## src/rtl/nsum_inverse.sv

```systemverilog
// ============================================================================
// Module      : nsum_inverse
// Description : Inverse triangular-sum engine. Given a sum S it finds the
//               largest N with N*(N+1)/2 <= S by repeatedly subtracting
//               1, 2, 3, ... from S, then reports N, the remainder S - T(N)
//               and an exact flag (remainder is zero).
// Options     : NSUM_INV_B2B_EN - when defined, a new sum may be accepted in
//               the DONE cycle, so conversions run back to back.
// Revision    : 1.0 - initial release
// ============================================================================
`default_nettype none

module nsum_inverse #(
    parameter int SUM_W = 8,
    parameter int N_W   = 5
) (
    input  logic             clk,
    input  logic             reset,
    input  logic [SUM_W-1:0] sum_in,
    input  logic             sum_valid,
    output logic             in_ready,
    output logic [N_W-1:0]   n_out,
    output logic [SUM_W-1:0] rem_out,
    output logic             exact,
    output logic             n_valid
);

    // The step counter needs one extra bit over N so that it can hold N+1,
    // the step that finally fails the comparison.
    localparam int C_K_W   = N_W + 1;
    localparam int C_CMP_W = (SUM_W > C_K_W) ? SUM_W : C_K_W;

    localparam logic [1:0] C_ST_IDLE = 2'd0;
    localparam logic [1:0] C_ST_RUN  = 2'd1;
    localparam logic [1:0] C_ST_DONE = 2'd2;

    logic [1:0]       r_state;
    logic [SUM_W-1:0] r_rem;
    logic [C_K_W-1:0] r_k;

    logic [C_CMP_W-1:0] w_rem_ext;
    logic [C_CMP_W-1:0] w_k_ext;
    logic               w_take;
    logic [SUM_W-1:0]   w_rem_next;
    logic               w_accept;

    // Both operands are widened to a common width so the comparison never
    // wraps, whichever of SUM_W and N_W+1 is larger.
    assign w_rem_ext  = C_CMP_W'(r_rem);
    assign w_k_ext    = C_CMP_W'(r_k);
    assign w_take     = (w_rem_ext >= w_k_ext);
    // Only used when w_take holds, so k fits in SUM_W bits and the
    // truncation loses nothing.
    assign w_rem_next = SUM_W'(w_rem_ext - w_k_ext);

`ifdef NSUM_INV_B2B_EN
    assign in_ready = (r_state == C_ST_IDLE) || (r_state == C_ST_DONE);
`else
    assign in_ready = (r_state == C_ST_IDLE);
`endif

    assign w_accept = sum_valid && in_ready;

    // Control FSM and datapath: load S, subtract growing steps, publish result.
    always_ff @(posedge clk) begin
        if (reset) begin
            r_state <= C_ST_IDLE;
            r_rem   <= '0;
            r_k     <= '0;
            n_out   <= '0;
            rem_out <= '0;
            exact   <= 1'b0;
            n_valid <= 1'b0;
        end else begin
            case (r_state)
                C_ST_IDLE: begin
                    n_valid <= 1'b0;
                    if (w_accept) begin
                        r_rem   <= sum_in;
                        r_k     <= C_K_W'(1);
                        r_state <= C_ST_RUN;
                    end
                end
                C_ST_RUN: begin
                    if (w_take) begin
                        r_rem <= w_rem_next;
                        r_k   <= r_k + C_K_W'(1);
                    end else begin
                        // The last successful step was k-1, which is N.
                        n_out   <= N_W'(r_k - C_K_W'(1));
                        rem_out <= r_rem;
                        exact   <= (r_rem == '0);
                        n_valid <= 1'b1;
                        r_state <= C_ST_DONE;
                    end
                end
                C_ST_DONE: begin
                    n_valid <= 1'b0;
                    r_state <= C_ST_IDLE;
`ifdef NSUM_INV_B2B_EN
                    // Overlap the next load with the result cycle; the
                    // published outputs are untouched by this.
                    if (w_accept) begin
                        r_rem   <= sum_in;
                        r_k     <= C_K_W'(1);
                        r_state <= C_ST_RUN;
                    end
`endif
                end
                default: begin
                    n_valid <= 1'b0;
                    r_state <= C_ST_IDLE;
                end
            endcase
        end
    end

endmodule

`default_nettype wire

```

## config.mk

```make
export PLATFORM = sky130hd
export DESIGN_NAME = nsum_inverse
export DESIGN_NICKNAME = d
export VERILOG_FILES = /design/src/rtl/nsum_inverse.sv
export SDC_FILE = /design/constraint.sdc
export NUM_CORES = 1
export LEC_CHECK = 0
export CORE_MARGIN = 5
export CORE_UTILIZATION = 40
export CTS_CLUSTER_SIZE = 30
export DETAILED_ROUTE_END_ITERATION = 12
export PLACE_DENSITY = 0.63
export SLEW_MARGIN = 25
export SYNTH_ARGS = -nofsm -noshare
export SYNTH_HDL_FRONTEND = slang
export SYNTH_SLANG_ARGS = --single-unit
export TNS_END_PERCENT = 100
```

## constraint.sdc

```tcl
create_clock -name clk -period 4 [get_ports clk]
set_input_delay 0.6 -clock clk [delete_from_list [all_inputs] [get_ports clk]]
set_output_delay 0.6 -clock clk [all_outputs]
set_load 0.01 [all_outputs]
```

==> run metrics, run 1 <==
worst voltage drop across the vdd grid 0.287 mV; Antenna Cells 0; cell-by-cell trace of the critical path ha_1 > inv_1 > fa_1 > a21o_1 > nand3_2 > and4_1 > mux2i_1 > nor2_1; transition time of the tightest slew-check pin 884 ps; Final Worst Setup Slack 1290 ps; clock latency of the later-clocked register in the worst-skew pair 280 ps; delay-heaviest family, CP simple AND/OR/NAND/NOR gates; clock-pin slew on the worst setup and hold paths 70 ps; synth unique cells 41; asr flop ratio synth 0; Syn Inst Count 200; number of DRC markers in iteration 0 between 70 and 80; power density over the cells between 600 and 700 nW/um^2; estimated wirelength of the detail-placed design between 2 and 3 mm; Die Y-Extent 75.2 um; weighted congestion at the end of routability-driven global placement 0.809; count of input and output buffers 26; number of synthesized flops with an enable pin 0; setup repair after global routing missed its margin false; worst relative slew slack 0.411; width of the chip ~75 um; CTS tree built; Area growth, synth to finish 23.4%; warnings from Yosys 0; placement row count 23; Synth Flop Type sky130_fd_sc_hd__dfxtp_1; count of H-tree levels built during CTS 2; length of the first detailed-routing pass in iterations 6; routed via count 1491; nature of the critical path startpoint register; final-stage net count 245; CTS Buf Count 5; final wirelength approximately 4.0 mm; antenna violations before repair 0; total clock sinks 31; Worst Setup End Kind register; WP buf/inv 1; register area share after synthesis 0.365; I/O pin total 27; placeable core region 4060 sq um; shortest clock period the worst path allows after layout 2710 ps; final-layout setup total negative slack 0 ps; slowest stage cell, crit path sky130_fd_sc_hd__and4_1; Avg Cell Area, Syn 8.50 sq um; clock buffer depth 2; clock root buffer sky130_fd_sc_hd__clkbuf_8; Routed wire per std cell 14.4 um; residual DRC count 0; top achievable clock speed 369 MHz; post-cts hold buffer count 0; number of resized instances in the post-cts repair step 0; full die area around 5700 sq um; via count of the first global-routing pass approximately 1.5k; number of vias per cell after detailed routing 5.40; net count after synthesis 220; final worst clock skew approximately 6.2 ps; pin count of the biggest net entering global routing 33; total global-route track usage 0.157; LEAKAGE 0.783 nW; type of the worst min-delay path reg -> reg; overflow left after global routing 0; WP data arrival around 2900 ps; number of routed nets with antenna violations 0; final clock period utilization by the worst path 0.678; outcome finished clean; final count of pins violating max slew 0; number of maximum-capacitance constraint violations 0; Final Hold Fails 0; slowest stage delay, CP around 800 ps; Data required, critical path 4160 ps; final-report setup violation count 0; number of buffers inserted to repair setup after CTS 0; kind of critical path reg -> reg; worst setup timing slack at the placement stage about 1300 ps; global-route wire length before repair 6.81 mm; peak fanout along the critical path 19; Initial Util 0.419; number of storage elements in the synthesis netlist 31; fraction of final layout cells sized beyond drive strength 1 0.0708; number of inserted filler cells in the final layout 403; cell area after synthesis about 1700 sq um
==> per-stage QoR <==
step,utilization,instance area [sq um],std cells,hold WS (ps),power [W]
finish,0.517,2100,276,473,0.00128
global route,0.517,2100,276,497,0.00138
CTS,0.517,2100,276,477,0.00129
detailed placement,0.488,1980,268,468,0.000969
global placement,0.488,1980,268,466,0.000969
floorplan,-,1700,200,444,0.000830
==> layer usage <==
metal | routed length (um) | global-route usage | vias up
met2 | 1720 | 0.243 | 26
met4 | 33 | 0.0408 | 0
met5 | 0 | 0 | -
met3 | 189 | 0.0374 | 4
li1 | - | - | 772
met1 | 2030 | 0.221 | 689
==> registers in the layout, summed over array words and instances, names as in the netlist <==
| register | cells |
|---|---|
| r_state | 2 |
| n_valid | 1 |
| exact | 1 |
| rem_out | 8 |
| r_k | 6 |
| n_out | 5 |
| r_rem | 8 |
==> where the power goes <==
part           total [W]  switching [W]  internal (W)
registers       0.000408      0.0000487      0.000359
logic           0.000560       0.000317      0.000244
clock network   0.000312       0.000111      0.000201
total            0.00128       0.000476      0.000804
==> synth_stat cells, drive strengths merged, types with 2 or more instances <==
library cell  instances  area (sq um)
buf                   4          35.0
a21oi                15          75.1
a311oi                3          26.3
nand2                13          48.8
xnor2                 5          43.8
nand4                 6          37.5
and3                  2          12.5
nand2b                2          12.5
nor3                  7          35.0
o21ai                 7          35.0
nor3b                 3          22.5
dfxtp                31           621
nor2                 27           101
nor2b                 2          12.5
a211oi               10          85.1
o21a                  2          15.0
o31ai                 2          15.0
mux2i                 6          60.1
and4                  3          26.3
inv                  12          45.0
nand3                 5          30.0
o31a                  3          26.3
nor4                  2          12.5
ha                    8           100
a31oi                 2          12.5
o32ai                 3          26.3
clkbuf                6          22.5
==> area by class of cell <==
type,count,area (sq um),share of cell area
clock buffer,6,82.6,0.0394
inverter,12,45.0,0.0215
timing repair buffer,28,275,0.131
clock inverter,2,35.0,0.0167
tap,50,62.6,0.0298
sequential,31,621,0.296
multi-input combinational,147,977,0.466
==> worst register-to-register path: stages, from the launching register on <==
cell and delay, ps:
sky130_fd_sc_hd__dfxtp_1 470, sky130_fd_sc_hd__ha_1 220, sky130_fd_sc_hd__inv_1 50, sky130_fd_sc_hd__fa_1 390
sky130_fd_sc_hd__a21o_1 200, sky130_fd_sc_hd__nand3_2 120, sky130_fd_sc_hd__and4_1 800, sky130_fd_sc_hd__mux2i_1 280
sky130_fd_sc_hd__nor2_1 50
==> final timing paths <==
path | from | endpoint | slack (ps) | cells past startpoint
setup / recovery | r_k[0] | rem_out[1] | 1290 | 8
setup reg to reg | r_k[0] | rem_out[1] | 1290 | 8
hold / removal | r_k[5] | r_k[5] | 470 | 2
hold reg to reg | r_k[5] | r_k[5] | 470 | 2
==> cells in the final DEF, fill, tap and decap left out, types with 6 or more instances in the layout <==
master	count
sky130_fd_sc_hd__nand4_1	6
sky130_fd_sc_hd__a211oi_1	8
sky130_fd_sc_hd__nor2_1	27
sky130_fd_sc_hd__inv_1	12
sky130_fd_sc_hd__nor3_1	7
sky130_fd_sc_hd__clkbuf_8	6
sky130_fd_sc_hd__nand2_1	13
sky130_fd_sc_hd__dfxtp_1	31
sky130_fd_sc_hd__ha_1	8
sky130_fd_sc_hd__clkdlybuf4s50_1	26
sky130_fd_sc_hd__a21oi_1	15
sky130_fd_sc_hd__o21ai_0	7
sky130_fd_sc_hd__mux2i_1	6
==> cell families after synthesis <==
logic type	Yosys count	share of synthesized area
and+or+nand+nor	74	0.216
AOI/OAI and AO/OA	53	0.227
muxes	6	0.0353
buffers and inverters	22	0.0603
DFF	31	0.365
adders and majority gates	9	0.0706
xor gates and xnor gates	5	0.0258
No activity file was read; power rests on OpenSTA's default activity.
==> run 2: changes to the inputs <==
PLACE_DENSITY = 0.66   (was 0.63)
clock period = 2.4 ns   (was 4 ns; I/O delays follow)
==> run metrics, run 2 (same netlist as run 1, synthesis figures left out) <==
outcome finished clean; residual DRC count 0; CTS tree built; nature of the critical path startpoint register; Worst Setup End Kind register; number of vias per cell after detailed routing 5.45; pin count of the biggest net entering global routing 22; total clock sinks 31; global-route wire length before repair 7.33 mm; Area growth, synth to finish 28.1%; clock buffer depth 2; Final Hold Fails 0; width of the chip roughly 75 um; routed via count 1552; post-cts hold buffer count 0; setup repair after global routing missed its margin false; placeable core region slightly above 4000 sq um; clock-pin slew on the worst setup and hold paths around 70 ps; clock root buffer sky130_fd_sc_hd__clkbuf_8; total global-route track usage 0.172; number of buffers inserted to repair setup after CTS 0; clock latency of the later-clocked register in the worst-skew pair 300 ps; WP data arrival 2350 ps; count of H-tree levels built during CTS 2; estimated wirelength of the detail-placed design a little over 3 mm; Antenna Cells 0; count of input and output buffers 26; Routed wire per std cell 14.8 um; length of the first detailed-routing pass in iterations 4; CTS Buf Count 5; placement row count 23; final-stage net count 254; number of DRC markers in iteration 0 106; most common cell after layout, fill and taps aside sky130_fd_sc_hd__dfxtp_1; via count of the first global-routing pass 1550; Die Y-Extent 75.2 um; final wirelength 4.21 mm; final clock period utilization by the worst path 0.901; worst relative slew slack 0.453; final-layout setup total negative slack 0 ps; fraction of final layout cells sized beyond drive strength 1 0.106; full die area ~5700 sq um; Data required, critical path 2590 ps; final worst clock skew 6.61 ps; final-report setup violation count 0; kind of critical path reg -> reg; number of maximum-capacitance constraint violations 0; worst voltage drop across the vdd grid 0.455 mV; largest registers r_rem (8), rem_out (8), r_k (6); leading cell types in the layout, fill and taps excluded sky130_fd_sc_hd__dfxtp_1, sky130_fd_sc_hd__nor2_1, sky130_fd_sc_hd__clkdlybuf4s50_1, sky130_fd_sc_hd__a21oi_1, sky130_fd_sc_hd__nand2_1; weighted congestion at the end of routability-driven global placement roughly 0.83; Initial Util 0.419; number of routed nets with antenna violations 0; overflow left after global routing 0; top achievable clock speed about 460 MHz; antenna violations before repair 0; core occupancy in the finished layout 0.537; type of the worst min-delay path reg -> reg; final count of pins violating max slew 0; number of resized instances in the post-cts repair step 0; power density over the cells 1020 nW/um^2; I/O pin total 27; transition time of the tightest slew-check pin 821 ps; peak fanout along the critical path 19; LEAKAGE 0.832 nW; shortest clock period the worst path allows after layout 2160 ps
run 2: changes by cell type in the layout (fill, tap and decap cells not counted):
cell,before,now
sky130_fd_sc_hd__buf_12,0,1
sky130_fd_sc_hd__buf_4,2,10
run 2: per-layer routing:
layer | routed length, um | global-route usage
met5 | 0 | 0
met3 | 234 | 0.0360
met1 | 2130 | 0.237
met4 | 81 | 0.0757
met2 | 1770 | 0.258
run 2: worst max-delay path, cell delays in order (launching register included):
cell and delay, ps:
sky130_fd_sc_hd__dfxtp_1 410, sky130_fd_sc_hd__inv_1 120, sky130_fd_sc_hd__ha_1 290, sky130_fd_sc_hd__and4_1 200, sky130_fd_sc_hd__a21boi_1 320, sky130_fd_sc_hd__and4_1 290, sky130_fd_sc_hd__buf_12 170, sky130_fd_sc_hd__mux2i_1 200
sky130_fd_sc_hd__nor2_1 50
run 2: worst paths after layout:
check	start	end	slack (ps)	cells past startpoint
max	r_k[1]	rem_out[5]	240	8
min	r_k[5]	r_k[5]	480	2
max reg2reg	r_k[1]	rem_out[5]	240	8
min reg2reg	r_k[5]	r_k[5]	480	2
run 2: area by class of cell:
| class | instances | area [sq um] |
|---|---|---|
| fill | 378 | 1880 |
| inverter | 12 | 45.0 |
| multi-input combinational | 147 | 977 |
| timing repair buffer | 37 | 355 |
| sequential | 31 | 621 |
| clock buffer | 6 | 82.6 |
| clock inverter | 2 | 35.0 |
| tap | 50 | 62.6 |
run 2: power breakdown:
| group | switching [W] | internal, W | total (W) |
|---|---|---|---|
| combinational | 0.000544 | 0.000446 | 0.000990 |
| clock | 0.000214 | 0.000336 | 0.000549 |
| sequential | 0.0000761 | 0.000598 | 0.000674 |
run 2: stage by stage:
stage	hold slack [ps]	instances	area (sq um)	setup WS (ps)	total power [W]
finish	479	285	2180	238	0.00221
global route	493	285	2180	16.4	0.00237
CTS	474	285	2180	235	0.00222
detailed placement	464	277	2060	244	0.00167
global placement	457	277	2060	276	0.00167
floorplan	444	200	1700	320	0.00138
